`src/rtl/iir_pole_canceller_if.sv`:
```
// Stream interface for the IIR pole canceller: valid/ready sample input
// and valid/ready result output, bundled so the block has one bus port.
interface iir_pole_canceller_if #(
    parameter int DW = 12
);
    logic                 in_valid;
    logic                 in_ready;
    logic signed [DW-1:0] din;
    logic                 out_valid;
    logic                 out_ready;
    logic signed [DW-1:0] dout;

    // Upstream producer / downstream consumer side
    modport master (
        output in_valid,
        output din,
        output out_ready,
        input  in_ready,
        input  out_valid,
        input  dout
    );

    // Filter side
    modport slave (
        input  in_valid,
        input  din,
        input  out_ready,
        output in_ready,
        output out_valid,
        output dout
    );
endinterface

```
`src/rtl/iir_pole_canceller.sv`:
```
// Inverse stage of the Q1.6 biquad IIR: runs the denominator
// A(z) = (64 - 71z^-1 + 25z^-2)/64 as a 3-tap FIR over a signed stream,
// using one multiplier shared across the taps. Each sample takes one
// IDLE cycle, three accumulate cycles, one finalise cycle (shift and
// clamp), then sits in OUT until the consumer takes it.
module iir_pole_canceller #(
    parameter int DW   = 12,
    parameter int CW   = 8,
    parameter int FRAC = 6,
    parameter int A0   = 64,
    parameter int A1   = -71,
    parameter int A2   = 25
) (
    input  logic                  clk,
    input  logic                  rst,
    iir_pole_canceller_if.slave   bus
);
    localparam int PW = DW + CW;
    localparam int AW = 22;
    localparam logic signed [AW-1:0] SAT_HI = AW'((2 ** (DW - 1)) - 1);
    localparam logic signed [AW-1:0] SAT_LO = AW'(-(2 ** (DW - 1)));

    typedef enum logic [1:0] {
        S_IDLE = 2'd0,
        S_MAC  = 2'd1,
        S_OUT  = 2'd2
    } state_t;

    state_t                state_q, state_d;
    logic signed [DW-1:0]  x0_q, x0_d;
    logic signed [DW-1:0]  x1_q, x1_d;
    logic signed [DW-1:0]  x2_q, x2_d;
    logic signed [AW-1:0]  acc_q, acc_d;
    logic        [1:0]     cnt_q, cnt_d;
    logic signed [DW-1:0]  dout_q, dout_d;
    logic                  out_valid_q, out_valid_d;
    logic                  in_ready_q, in_ready_d;

    logic signed [CW-1:0]  coef_s;
    logic signed [DW-1:0]  xsel_s;
    logic signed [PW-1:0]  prod_s;

    // Drop the Q1.6 fraction (floor toward -inf) and clamp to the sample range
    function automatic logic signed [DW-1:0] sat_shift(input logic signed [AW-1:0] a);
        logic signed [AW-1:0] s;
        s = a >>> FRAC;
        if (s > SAT_HI) begin
            s = SAT_HI;
        end else if (s < SAT_LO) begin
            s = SAT_LO;
        end else begin
            s = s;
        end
        return s[DW-1:0];
    endfunction

    // Tap select for the shared multiplier; count 3 is the finalise cycle
    always_comb begin
        coef_s = '0;
        xsel_s = '0;
        case (cnt_q)
            2'd0: begin coef_s = CW'(A0); xsel_s = x0_q; end
            2'd1: begin coef_s = CW'(A1); xsel_s = x1_q; end
            2'd2: begin coef_s = CW'(A2); xsel_s = x2_q; end
            default: begin coef_s = '0; xsel_s = '0; end
        endcase
        prod_s = PW'(xsel_s) * PW'(coef_s);
    end

    // Next-state, datapath and registered-output decode
    always_comb begin
        state_d = state_q;
        x0_d    = x0_q;
        x1_d    = x1_q;
        x2_d    = x2_q;
        acc_d   = acc_q;
        cnt_d   = cnt_q;
        dout_d  = dout_q;
        case (state_q)
            S_IDLE: begin
                if (bus.in_valid && in_ready_q) begin
                    x0_d    = bus.din;
                    acc_d   = '0;
                    cnt_d   = 2'd0;
                    state_d = S_MAC;
                end else begin
                    state_d = S_IDLE;
                end
            end
            S_MAC: begin
                if (cnt_q == 2'd3) begin
                    // History only advances once a result is complete
                    dout_d  = sat_shift(acc_q);
                    x2_d    = x1_q;
                    x1_d    = x0_q;
                    cnt_d   = 2'd0;
                    state_d = S_OUT;
                end else begin
                    acc_d   = acc_q + AW'(prod_s);
                    cnt_d   = cnt_q + 2'd1;
                    state_d = S_MAC;
                end
            end
            S_OUT: begin
                if (out_valid_q && bus.out_ready) begin
                    state_d = S_IDLE;
                end else begin
                    state_d = S_OUT;
                end
            end
            default: begin
                state_d = S_IDLE;
            end
        endcase
        in_ready_d  = (state_d == S_IDLE);
        out_valid_d = (state_d == S_OUT);
    end

    // State and datapath registers; reset discards any sample in flight
    always_ff @(posedge clk or posedge rst) begin
        if (rst) begin
            state_q     <= S_IDLE;
            x0_q        <= '0;
            x1_q        <= '0;
            x2_q        <= '0;
            acc_q       <= '0;
            cnt_q       <= 2'd0;
            dout_q      <= '0;
            out_valid_q <= 1'b0;
            in_ready_q  <= 1'b1;
        end else begin
            state_q     <= state_d;
            x0_q        <= x0_d;
            x1_q        <= x1_d;
            x2_q        <= x2_d;
            acc_q       <= acc_d;
            cnt_q       <= cnt_d;
            dout_q      <= dout_d;
            out_valid_q <= out_valid_d;
            in_ready_q  <= in_ready_d;
        end
    end

    assign bus.in_ready  = in_ready_q;
    assign bus.out_valid = out_valid_q;
    assign bus.dout      = dout_q;
endmodule

```
`src/flat_wrapper.sv`:
```
// flat-port wrapper written by rule: the top's interface ports become plain ports
module iir_pole_canceller_flat 
#(
    parameter int DW   = 12,
    parameter int CW   = 8,
    parameter int FRAC = 6,
    parameter int A0   = 64,
    parameter int A1   = -71,
    parameter int A2   = 25
)
  (clk, rst, bus_in_valid, bus_din, bus_out_ready, bus_in_ready, bus_out_valid, bus_dout);
  iir_pole_canceller_if #(.DW(DW)) bus_i ();
  input  logic clk;
  input  logic rst;
  input wire logic [$bits(bus_i.in_valid)-1:0] bus_in_valid;
  input wire logic [$bits(bus_i.din)-1:0] bus_din;
  input wire logic [$bits(bus_i.out_ready)-1:0] bus_out_ready;
  output wire logic [$bits(bus_i.in_ready)-1:0] bus_in_ready;
  output wire logic [$bits(bus_i.out_valid)-1:0] bus_out_valid;
  output wire logic [$bits(bus_i.dout)-1:0] bus_dout;
  assign bus_i.in_valid = bus_in_valid;
  assign bus_i.din = bus_din;
  assign bus_i.out_ready = bus_out_ready;
  assign bus_in_ready = bus_i.in_ready;
  assign bus_out_valid = bus_i.out_valid;
  assign bus_dout = bus_i.dout;
  iir_pole_canceller #(.DW(DW), .CW(CW), .FRAC(FRAC), .A0(A0), .A1(A1), .A2(A2)) u_core (.clk(clk), .rst(rst), .bus(bus_i));
endmodule
```
`config.mk`:
```
export PLATFORM = sky130hd
export DESIGN_NAME = iir_pole_canceller_flat
export DESIGN_NICKNAME = d
export VERILOG_FILES = /design/src/rtl/iir_pole_canceller_if.sv /design/src/rtl/iir_pole_canceller.sv /design/src/flat_wrapper.sv
export SDC_FILE = /design/constraint.sdc
export NUM_CORES = 1
export LEC_CHECK = 0
export CORE_UTILIZATION = 60
export CTS_CLUSTER_SIZE = 25
export DETAILED_ROUTE_END_ITERATION = 10
export PLACE_DENSITY = 0.81
export SETUP_SLACK_MARGIN = 0.1
export SYNTH_ARGS = -nofsm -noshare
export SYNTH_HDL_FRONTEND = slang
export SYNTH_SLANG_ARGS = --single-unit
```
`constraint.sdc`:
```
create_clock -name clk -period 6.8 [get_ports clk]
set_input_delay 1.36 -clock clk [delete_from_list [all_inputs] [get_ports clk]]
set_output_delay 1.36 -clock clk [all_outputs]
set_load 0.02 [all_outputs]
```
==> impl_metrics.tcl <==
set metrics [dict create \
    r2r_slack_ps 720 \
    crit_family "adder cells" \
    async_flop_share 1.00 \
    grt_pass1_vias 4697 \
    ys_ff_latch 76 \
    dr.pass1.iters 7 \
    synth_most_common_cell "inv_1" \
    drtAntennaViolNets 0 \
    endpoint "u_core.acc_q[21]$_DFFE_PP0P_" \
    clk_pin_slew_worst_paths_ps 90 \
    synth.yosys.seq_area_share 0.283 \
    drv_slew 0 \
    period_needed_ps 6080 \
    skew_ps 16.5 \
    crit_path_start "u_core.cnt_q[0]$_DFFE_PP0P_" \
    syn-num-nets 812 \
    crit_path_top_delay_cell "fa_1" \
    tritoncts.num_buffers 9 \
    synth_area_per_cell_um2 10.5 \
    crit_cells 21 \
    htree_levels 3 \
    synth_cell_type_count 44 \
    cts_buffer_depth 2 \
    cts_root_buffer "clkbuf_8" \
    port_buffers 29 \
    multiInputGateArea_mm2 0.00442 \
    cts_setup_buffers 0 \
    synthCells 642 \
    rows 38 \
    fin_crit_sh 0.894 \
    syn_to_final_growth_pct 8.84 \
    critPathRequiredTime_ps 7040 \
    grt_pass1_wl_um 21900 \
    slew_headroom 0.291 \
    ctsHoldBuffers 0 \
    crit_chain "inv_1 > ha_1 > a222oi_1 > nor2_1 > nand2_1 > inv_1 > ha_1 > inv_1 > fa_1 > inv_1 > fa_1 > fa_1 > ha_1 > ha_1 > a21oi_1 > o21ai_0 > nor4_1 > a21oi_2 > a221oi_2 > xnor2_1 > o21ai_1" \
    clock-sinks 76 \
    grt_max_degree 77 \
    gr-total-overflow 0 \
    max_stage_delay_ps 500 \
    setup_ws_ps 719 \
    num_io_pins 30 \
    seqCellArea_mm2 0.00190 \
    netlist_area_mm2 0.00674 \
    antenna_cells 0 \
    die_w_um 108 \
    drive_gt1_frac 0.100 \
    ys_top_cells_by_count "91 x inv_1, 90 x ha_1, 75 x dfrtp_1" \
    hold_violations 0 \
    r2r_end "u_core.acc_q[21]$_DFFE_PP0P_" \
    synthFlopType "dfrtp_1" \
    hpwlAfterDp_um 10000 \
    worstSkewPairLatency_ps 380 \
    rsz0062_at_grt "false" \
    route.detailed.drc 0 \
    cp.arrival_ps 6330 \
    synth_area_leaders "dfrtp_1 28%, fa_1 19%, ha_1 17%" \
    synth_edf_count 0 \
    clock.fmax_ghz 0.164 \
    hold_ws_ps 472 \
    preCtsSetupSlack_ps 772 \
    startpoint_type "flip-flop" \
    vias 4567 \
    ys.warnings.count 0 \
    status "completed" \
    initial_core_util 0.619 \
    grtUsageTotal 0.244 \
    antenna_found_initial 0 \
    hp-class "flip-flop to flip-flop" \
    cap_violations 0 \
    worst_pin_slew_ps 1060 \
    fp.dieArea_mm2 0.0117 \
    nets 836 \
    drt_wl_total_um 12600 \
    drt-initial-drc-count 210 \
    setup_viol 0 \
    cts_tree "built" \
    ff2ff_path_depth 21 \
    place_congestion 0.841 \
    cts_resized 0 \
    setup.worst_path.class "flip-flop to flip-flop" \
    routed_via_density 5.64 \
    path_max_fanout 12 \
    r2r-start "u_core.cnt_q[0]$_DFFE_PP0P_" \
    synth_top_area_frac 0.279 \
    end_kind "flip-flop" \
    chipHeight_um 108 \
    synth_top_area_cell "dfrtp_1" \
    path_buf_inv 4 \
    setup_tns_ps 0 \
    coreArea_mm2 0.0109 \
    layout.filler_cells 817 \
    wl_per_cell_um 15.6 \
]
## cell type report
class / count / share of cell area
clock buffers: 9 / 0.0169
clock inverters: 6 / 0.00666
inverters: 91 / 0.0466
multi-input cells: 455 / 0.603
flip-flops and latches: 76 / 0.260
well taps: 140 / 0.0239
repair buffers: 33 / 0.0437
## worst min-delay path by stage
stage	from	to	slack (ps)	cells after the start
after floorplan	u_core.acc_q[5]$_DFFE_PP0P_	u_core.acc_q[5]$_DFFE_PP0P_	460	2
after global placement	u_core.bus.dout[7]$_DFFE_PP0P_	u_core.bus.dout[7]$_DFFE_PP0P_	450	2
after detailed placement	u_core.bus.dout[0]$_DFFE_PP0P_	u_core.bus.dout[0]$_DFFE_PP0P_	460	2
after CTS	u_core.bus.dout[0]$_DFFE_PP0P_	u_core.bus.dout[0]$_DFFE_PP0P_	480	2
after global routing	u_core.bus.dout[8]$_DFFE_PP0P_	u_core.bus.dout[8]$_DFFE_PP0P_	500	2
final	u_core.bus.dout[0]$_DFFE_PP0P_	u_core.bus.dout[0]$_DFFE_PP0P_	470	2
## registers in the layout, summed over array words and instances (netlist names)
| name | count |
|---|---|
| u_core.cnt_q | 2 |
| u_core.x0_q | 12 |
| u_core.bus.dout | 12 |
| u_core.x1_q | 12 |
| u_core.bus.out_valid | 1 |
| u_core.bus.in_ready | 1 |
| u_core.state_q | 2 |
| u_core.x2_q | 12 |
| u_core.acc_q | 22 |
## layout by cell type (no fill, tap or decap), types with 12 or more instances in the layout
cell | netlist | routed
a21oi_1 | 12 | 12
a222oi_1 | 12 | 12
and2_1 | 33 | 33
clkdlybuf4s50_1 | 0 | 29
dfrtp_1 | 75 | 75
fa_1 | 64 | 64
ha_1 | 90 | 90
inv_1 | 91 | 90
mux2_2 | 37 | 37
nand2_1 | 62 | 62
nor2_1 | 19 | 19
nor2b_1 | 13 | 13
o21ai_0 | 32 | 32
xnor2_1 | 22 | 22
## layer usage
| metal | part of all wire | vias up | GRT usage | routed length, um |
|---|---|---|---|---|
| li1 | - | 2172 | - | - |
| met1 | 0.45 | 2283 | 0.332 | 5740 |
| met2 | 0.49 | 97 | 0.403 | 6150 |
| met3 | 0.046 | 15 | 0.0374 | 582 |
| met4 | 0.014 | 0 | 0.0812 | 172 |
| met5 | 0 | - | 0 | 0 |
## logic make-up after synthesis
family,count (synthesis),synth area share
flip-flops,76,0.283
AND/OR/NAND/NOR,146,0.106
buffers and inverters,111,0.0622
adder cells (fa/ha/maj),154,0.357
multiplexers,37,0.0618
XOR/XNOR,30,0.0390
AO/OA/AOI/OAI,88,0.0908
## metrics by stage
stage | util | instance area, um2 | std cells
after floorplan | - | 6740 | 642
after global placement | 0.658 | 7160 | 795
after detailed placement | 0.658 | 7160 | 795
after CTS | 0.673 | 7330 | 810
after global routing | 0.673 | 7330 | 810
final | 0.673 | 7330 | 810
## worst register-to-register path: stages, from the launching register on
cell and delay (ps):
dfrtp_1 430, inv_1 100, ha_1 370, a222oi_1 400, nor2_1 120, nand2_1 370, inv_1 300, ha_1 360
inv_1 60, fa_1 500, inv_1 50, fa_1 460, fa_1 480, ha_1 310, ha_1 360, a21oi_1 190
o21ai_0 160, nor4_1 270, a21oi_2 150, a221oi_2 280, xnor2_1 150, o21ai_1 70
Power is left out: the tool's default activity adds up to more than one toggle a clock period on the data nets, which glitch-free logic cannot reach.
